File: src/rtl/led_uart_pkg.sv
// led_uart_pkg: opcodes, reply bytes, timeout length and frame FSM states shared by led_uart_ctrl
package led_uart_pkg;
  localparam logic [3:0] OP_SET_CH = 4'hA;
  localparam logic [3:0] OP_SET_ALL = 4'hB;
  localparam logic [7:0] ACK = 8'h06;
  localparam logic [7:0] NAK = 8'h15;
  localparam int TIMEOUT_BITS = 32;
  typedef enum logic [1:0] {IDLE, WAIT_DATA, COMMIT} frame_state_t;
endpackage

File: src/rtl/uart_rx_byte.sv
// uart_rx_byte: 8N1 receiver with 2-FF synchroniser, start-bit glitch reject and stop-bit framing check
module uart_rx_byte #(
  parameter int CLKS_PER_BIT = 104
) (
  input  logic       clk,
  input  logic       rst,
  input  logic       rx,
  output logic [7:0] data_byte,
  output logic       valid,
  output logic       frame_err
);
  localparam int CW = $clog2(CLKS_PER_BIT);
  localparam logic [CW-1:0] FULL = CW'(CLKS_PER_BIT - 1);
  localparam logic [CW-1:0] HALF = CW'(CLKS_PER_BIT / 2 - 1);
  logic [2:0] sync;
  logic [CW-1:0] cnt;
  logic [3:0] idx;
  logic busy, rx_s, fall;
  // sync[1] is the synchronised line, sync[2] its previous value for edge detect
  assign rx_s = sync[1];
  assign fall = sync[2] & ~sync[1];
  always_ff @(posedge clk or posedge rst) begin
    if (rst) begin
      sync <= '1;
      busy <= 1'b0;
      cnt <= '0;
      idx <= '0;
      data_byte <= '0;
      valid <= 1'b0;
      frame_err <= 1'b0;
    end else begin
      sync <= {sync[1:0], rx};
      valid <= 1'b0;
      frame_err <= 1'b0;
      if (!busy) begin
        busy <= fall;
        cnt <= '0;
        idx <= '0;
      end else if (cnt != (idx == 4'd0 ? HALF : FULL)) begin
        cnt <= cnt + 1'b1;
      end else begin
        cnt <= '0;
        idx <= idx + 4'd1;
        if (idx == 4'd0) busy <= ~rx_s;
        else if (idx != 4'd9) data_byte <= {rx_s, data_byte[7:1]};
        else begin
          busy <= 1'b0;
          valid <= rx_s;
          frame_err <= ~rx_s;
        end
      end
    end
  end
endmodule

File: src/rtl/led_uart_ctrl.sv
// led_uart_ctrl: UART-commanded NUM_CH PWM LED driver; ACK/NAK replies on uart_tx when LED_UART_ACK_EN is defined
module led_uart_ctrl import led_uart_pkg::*; #(
  parameter int NUM_CH = 3,
  parameter int PWM_W = 8,
  parameter int CLKS_PER_BIT = 104,
  parameter bit ACTIVE_LOW = 1'b1
) (
  input  logic              clk_12p0,
  input  logic              rst,
  input  logic              uart_rx,
  output logic              uart_tx,
  output logic [NUM_CH-1:0] led,
  output logic [7:0]        err_cnt
);
  localparam int TO_CYC = TIMEOUT_BITS * CLKS_PER_BIT;
  localparam int TW = $clog2(TO_CYC);
  logic [7:0] rx_byte, data;
  logic rx_valid, rx_err, cmd_ok, timeout, err_event, tgt_all;
  logic [3:0] tgt_ch;
  logic [TW-1:0] to_cnt;
  logic [PWM_W-1:0] cnt;
  logic [PWM_W-1:0] shadow [NUM_CH];
  logic [PWM_W-1:0] duty [NUM_CH];
  frame_state_t state, state_nx;
  uart_rx_byte #(.CLKS_PER_BIT(CLKS_PER_BIT)) u_rx (
    .clk(clk_12p0),
    .rst(rst),
    .rx(uart_rx),
    .data_byte(rx_byte),
    .valid(rx_valid),
    .frame_err(rx_err)
  );
  assign cmd_ok = (rx_byte[7:4] == OP_SET_CH && int'(rx_byte[3:0]) < NUM_CH) || rx_byte[7:4] == OP_SET_ALL;
  assign timeout = to_cnt == TW'(TO_CYC - 1);
  // a byte arriving on the timeout cycle still completes the frame
  always_comb begin
    state_nx = state;
    err_event = rx_err;
    unique case (state)
      IDLE: if (rx_valid) begin
        state_nx = cmd_ok ? WAIT_DATA : IDLE;
        err_event = !cmd_ok;
      end
      WAIT_DATA: if (rx_valid) state_nx = COMMIT;
      else if (rx_err || timeout) begin
        state_nx = IDLE;
        err_event = 1'b1;
      end
      COMMIT: state_nx = IDLE;
      default: state_nx = IDLE;
    endcase
  end
  always_ff @(posedge clk_12p0 or posedge rst) begin
    if (rst) begin
      state <= IDLE;
      err_cnt <= '0;
      to_cnt <= '0;
      tgt_all <= 1'b0;
      tgt_ch <= '0;
      data <= '0;
    end else begin
      state <= state_nx;
      if (err_event && err_cnt != 8'hFF) err_cnt <= err_cnt + 8'd1;
      to_cnt <= state == WAIT_DATA ? to_cnt + 1'b1 : '0;
      if (state == IDLE && rx_valid) begin
        tgt_all <= rx_byte[7:4] == OP_SET_ALL;
        tgt_ch <= rx_byte[3:0];
      end
      if (rx_valid) data <= rx_byte;
    end
  end
  // shadow duties latch in COMMIT; active duties only move on the counter wrap
  always_ff @(posedge clk_12p0 or posedge rst) begin
    if (rst) begin
      cnt <= '0;
      for (int i = 0; i < NUM_CH; i++) begin
        shadow[i] <= '0;
        duty[i] <= '0;
      end
    end else begin
      cnt <= cnt + 1'b1;
      for (int i = 0; i < NUM_CH; i++) begin
        if (state == COMMIT && (tgt_all || int'(tgt_ch) == i)) shadow[i] <= data[7 -: PWM_W];
        if (&cnt) duty[i] <= shadow[i];
      end
    end
  end
  always_comb begin
    led = '0;
    for (int i = 0; i < NUM_CH; i++) led[i] = (cnt < duty[i]) ^ ACTIVE_LOW;
  end
`ifdef LED_UART_ACK_EN
  localparam int CW = $clog2(CLKS_PER_BIT);
  logic [9:0] tx_sh;
  logic [CW-1:0] tx_cnt;
  logic [3:0] tx_idx;
  logic tx_busy;
  always_ff @(posedge clk_12p0 or posedge rst) begin
    if (rst) begin
      tx_sh <= '1;
      tx_cnt <= '0;
      tx_idx <= '0;
      tx_busy <= 1'b0;
    end else if (!tx_busy) begin
      if (err_event || state == COMMIT) begin
        tx_sh <= {1'b1, err_event ? NAK : ACK, 1'b0};
        tx_busy <= 1'b1;
        tx_cnt <= '0;
        tx_idx <= '0;
      end
    end else if (tx_cnt == CW'(CLKS_PER_BIT - 1)) begin
      tx_cnt <= '0;
      tx_sh <= {1'b1, tx_sh[9:1]};
      tx_idx <= tx_idx + 4'd1;
      tx_busy <= tx_idx != 4'd9;
    end else begin
      tx_cnt <= tx_cnt + 1'b1;
    end
  end
  assign uart_tx = tx_sh[0];
`else
  assign uart_tx = 1'b1;
`endif
endmodule

File: config.mk
export PLATFORM = sky130hd
export DESIGN_NAME = led_uart_ctrl
export DESIGN_NICKNAME = d
export VERILOG_FILES = /design/src/rtl/led_uart_pkg.sv /design/src/rtl/uart_rx_byte.sv /design/src/rtl/led_uart_ctrl.sv
export SDC_FILE = /design/constraint.sdc
export NUM_CORES = 1
export LEC_CHECK = 0
export CAP_MARGIN = 15
export CORE_AREA = 2 2 119 121
export DETAILED_ROUTE_END_ITERATION = 7
export DIE_AREA = 0 0 121 123
export HOLD_SLACK_MARGIN = 0.03
export PLACE_DENSITY_LB_ADDON = 0.12
export SYNTH_ARGS = -nofsm -noshare
export SYNTH_HDL_FRONTEND = slang
export SYNTH_HIERARCHICAL = 1
export SYNTH_SLANG_ARGS = --single-unit
export TNS_END_PERCENT = 10
File: constraint.sdc
create_clock -name clk_12p0 -period 8.01 [get_ports clk_12p0]
set_clock_uncertainty 0.15 [all_clocks]
set_input_delay 1.602 -clock clk_12p0 [delete_from_list [all_inputs] [get_ports clk_12p0]]
set_output_delay 1.602 -clock clk_12p0 [all_outputs]
set_load 0.05 [all_outputs]
# Word level (Yosys, flattened, before mapping)
# Index checks and enable logic that the tools add are counted.
# classes
n_addsub,5
n_lt_le_gt_ge,4
eq_ne,13
muxes,27
bitwise_logic,7
reduce_logical,18
# op_table
op,count
$lt 8x8->1,3
$mux 7,3
$add 8x1->8 const B,2
$mux 1,16
$add 12x1->12 const B,1
$eq 12x12->1 const B,1
$mux 12,1
$eq 4x4->1 const B,2
$logic_not 4->1,2
$mux 4,2
$ne 8x8->1 const B,1
$reduce_and 8->1,1
$add 7x1->7 const B,1
$ne 7x7->1,1
$logic_and 1x1->1,6
$mux 2,3
$not 1->1,6
$logic_or 1x1->1,5
$add 4x1->4 const B,1
$eq 4x2->1 const B,1
$eq 4x3->1 const B,1
$lt 4x2->1 const B,1
$ne 4x4->1 const B,1
$pmux 2 s2,1
other kinds (11),11
# word_totals
register_bits,116
inputBits,3
output_inout_bits,12

# Longest topological paths before layout
# logic_depth
depth_word,7
ltp_mapped,8
mapped_depth_nobuf,6

# By module
# The synthesis kept the hierarchy.
# modules_own_cells
module,instances,cells_per_inst,area_per_inst_um2,seq_area_each_um2
led_uart_ctrl,1,361,4205.3,2277.2
uart_rx_byte,1,92,1108.6,629.4

# Least setup slack after synthesis
# OpenSTA, ideal clock, no wires.
# synth_timing
kind,register to output
startpoint,register cnt[1] (netlist name)
endpoint,output port led[0]
arrival_time_ns,1.859
slack_ns,4.399
stages_incl_launch_ff,6
n_path_buf,0
cell_sequence,dfrtp_1 -> ha_1 -> a21boi_0 -> o21a_1 -> o21ai_0 -> a31oi_1
# synth_rtl
element,line,rtl
to (decl),led_uart_ctrl.sv:12,"output logic [NUM_CH-1:0] led,"

==> run_results.csv <==
group,metric,value,unit
sta,rsz0062_at_grt,"no",
yosys,synth_top_area_cell,"dfrtp_1",
sta,relSlewSlack,34.5,%
cells_and_area,multiInputGateArea,0.00223,mm²
power_and_ir_drop,leakagePower,2.87,nW
hold_path,hold_depth,0,
grt,grtUsageTotal,14.3,%
yosys,yosys-top-cells-area,"dfrtp_1 (53%), mux2_2 (10%), ha_1 (6.6%)",
hold_path,worstHoldStart,"u_rx/sync[0]",
worst_setup_path,critPathRequiredTime,6.26,ns
power_and_ir_drop,peakVddDrop,0.158,mV
clocking,max-clock-path-buffers,2,
hold_path,hold_class,"register to register",
sta,finalMaxSlewViolations,0,
clocking,cts_buffers,17,
clocking,htreeDepth,4,
floorplan,initial_core_util,39.0,%
sta,setup_violations,0,
sta,period_minus_slack,4.54,ns
power_and_ir_drop,powerDensity,223,mW/mm²
floorplan,ios,15,
worst_setup_path,worst_r2r_path_depth,5,
hold_path,min_to,"u_rx/sync[1]",
yosys,synth-main-ff-cell,"dfrtp_1",
cells_and_area,areaGrowthSynthToFinish,16.6,%
clocking,clk-insertion-delay-late,0.41,ns
worst_setup_path,arrival,2.78,ns
yosys,async_flop_share,100,%
detailed_routing,drt-initial-drc-count,174,
clocking,cts.repair.resized,0,
worst_setup_path,startpoint_type,"register",
detailed_routing,wirelength,9.50,mm
yosys,yosys-top-cells-count,"dfrtp_1 (113), mux2_2 (48), nand2_1 (43)",
clocking,clk_pin_slew,0.05,ns
worst_setup_path,timing.rr.start,"u_rx/valid",
clocking,tritoncts,"yes",
detailed_routing,avgRoutedWirePerCell,14.2,µm
place,detailed_place_hpwl,6.47,mm
floorplan,num_rows,43,
worst_setup_path,worstSetupPathType,"register to output port",
run,drv_cap,0,
clocking,cts_root_buf,"clkbuf_16",
yosys,synth.most_common_cell,"dfrtp_1",
worst_setup_path,rrSetupSlack,5.74,ns
clocking,ctsHoldBuffers,0,
sta,tightest_slew,0.981,ns
detailed_routing,vias,3322,
sta,finalSetupTns,0,ns
worst_setup_path,crit_path_end_kind,"output port",
grt,first_global_vias,3329,
status,status,"complete, no violations",
clocking,post-cts-setup-buffer-count,0,
yosys,postSynthCellCount,453,
worst_setup_path,critical_path.max_fanout,6,
clocking,cts_sinks,116,
yosys,synth_top_area_share,53.2,%
yosys,yosysWarnings,6,
yosys,synth-seq-area-share,54.7,%
cells_and_area,drive_gt1_share,19.2,%
detailed_routing,drc,0,
grt,antenna_found_initial,0,
cells_and_area,fin_nets,510,
yosys,synthDistinctLibCells,54,
grt,grt_pass1_wl,16.4,mm
yosys,synthesis.nets,484,
sta,fmax,220,MHz
detailed_routing,viasPerCell,4.96,
sta,hold_viol,0,
place,gp_congestion,0.780,
yosys,netlist_area,0.00531,mm²
sta,post-route-period-util,56.6,%
cells_and_area,diodes,0,
cells_and_area,fillCellCount,1253,
place,port_buffers,13,
yosys,synth-edff-count,0,
worst_setup_path,reg2reg_to,"err_cnt[1]",
sta,setup_ws,3.47,ns
floorplan,dieArea,0.0149,mm²
yosys,syn_area_per_cell,11.7,µm²
yosys,ys_seq_elements,116,
cells_and_area,ff_latch_area,0.00291,mm²
grt,overflow,0,
floorplan,dieHeight,123,µm
floorplan,die_w,121,µm
place,pre_cts_slack,3.89,ns
detailed_routing,antenna_left,0,
floorplan,coreArea,0.0136,mm²
detailed_routing,drtPass1Iterations,4,
grt,grt_start_max_net_pins,85,
## worst max path at each step
stage                       from      to  cells after the start
final                     cnt[5]  led[0]                      6
after floorplan              rst  cnt[0]                      1
after CTS                 cnt[5]  led[0]                      6
after detailed placement  cnt[5]  led[0]                      6
after global routing      cnt[5]  led[2]                      6
after global placement    cnt[5]  led[0]                      6
## where the power goes
part	internal [W]	total (W)	switching (W)	leakage (nW)
sequential	0.000608	0.000628	0.0000202	1.58
clock	0.000430	0.000674	0.000244	0.262
combinational	0.0000346	0.0000820	0.0000474	1.03
total	0.00107	0.00138	0.000312	2.87
## kinds of logic after synthesis
kind of cell               share of synthesized area [%]
buffers and inverters                               3.39
adders and majority gates                           6.59
xor gates and xnor gates                            4.29
DFF                                                 54.7
AOI/OAI and AO/OA                                   7.37
muxes                                               11.5
other                                             0.0706
and+or+nand+nor                                     12.1
## worst max-delay path, cell delays in order, from the launching register on
cell and delay (ns):
dfrtp_1 0.45, ha_1 0.34, a2111oi_0 0.59, nand2_1 0.10
o21ai_0 0.12, a31oi_1 0.06, clkdlybuf4s50_1 0.73
## flip-flops by register name, indices dropped and copies added (netlist names), 2 cells and up
name / count
data: 8
err_cnt: 8
tgt_ch: 4
u_rx/idx: 4
cnt: 8
u_rx/sync: 3
state: 2
to_cnt: 12
shadow: 24
duty: 24
u_rx/cnt: 7
u_rx/data_byte: 8
## layer usage
metal | global-route usage (%) | wire, µm
met5 | 0 | 0
met4 | 6.98 | 162
met2 | 22.0 | 4510
met1 | 18.8 | 4550
met3 | 3.92 | 282
## through the flow
step | hold WS, ns | total power [W] | util [%] | cells | area, µm²
3_5_place_dp | 0.197 | 0.000719 | 41.4 | 639 | 5640
3_3_place_gp | 0.197 | 0.000716 | 41.4 | 639 | 5640
5_1_grt | 0.209 | 0.00144 | 45.5 | 670 | 6200
2_1_floorplan | 0.195 | 0.000700 | - | 453 | 5310
4_1_cts | 0.205 | 0.00140 | 45.3 | 669 | 6170
6_report | 0.204 | 0.00138 | 45.5 | 670 | 6200
## cell type report
cell class | instances | area share, %
sequential | 116 | 46.9
multi-input combinational | 293 | 35.9
clock buffer | 26 | 8.22
tap | 180 | 3.63
timing repair buffer | 16 | 2.79
inverter | 35 | 2.14
clock inverter | 4 | 0.363
## placed cells by master, fill, tap and decap left out, types with 2 or more instances in the layout
cell             count
nor3b_1              2
dfstp_2              3
nand3b_1             2
nor2b_1              2
nor3b_2              3
o21ai_0             30
xnor2_1              9
a2111oi_0            3
o21a_1               6
nor3_1               2
mux2_2              48
mux2i_1              4
dfrtp_1            113
inv_1               34
clkdlybuf4s50_1     13
clkbuf_16           17
ha_1                28
a31oi_1              3
clkinv_2             4
clkbuf_8             5
a21boi_0             3
o21ai_1              5
nor4b_1              2
nand2b_1             2
or3_1                2
clkbuf_1             4
nand3_1              8
nor2_1              29
nand2_1             43
and4b_1              2
xor2_1              17
nand4_1              4
buf_4                2
a21oi_1              5
and3_1               8
Note: power is estimated with default switching activity, not from simulation.
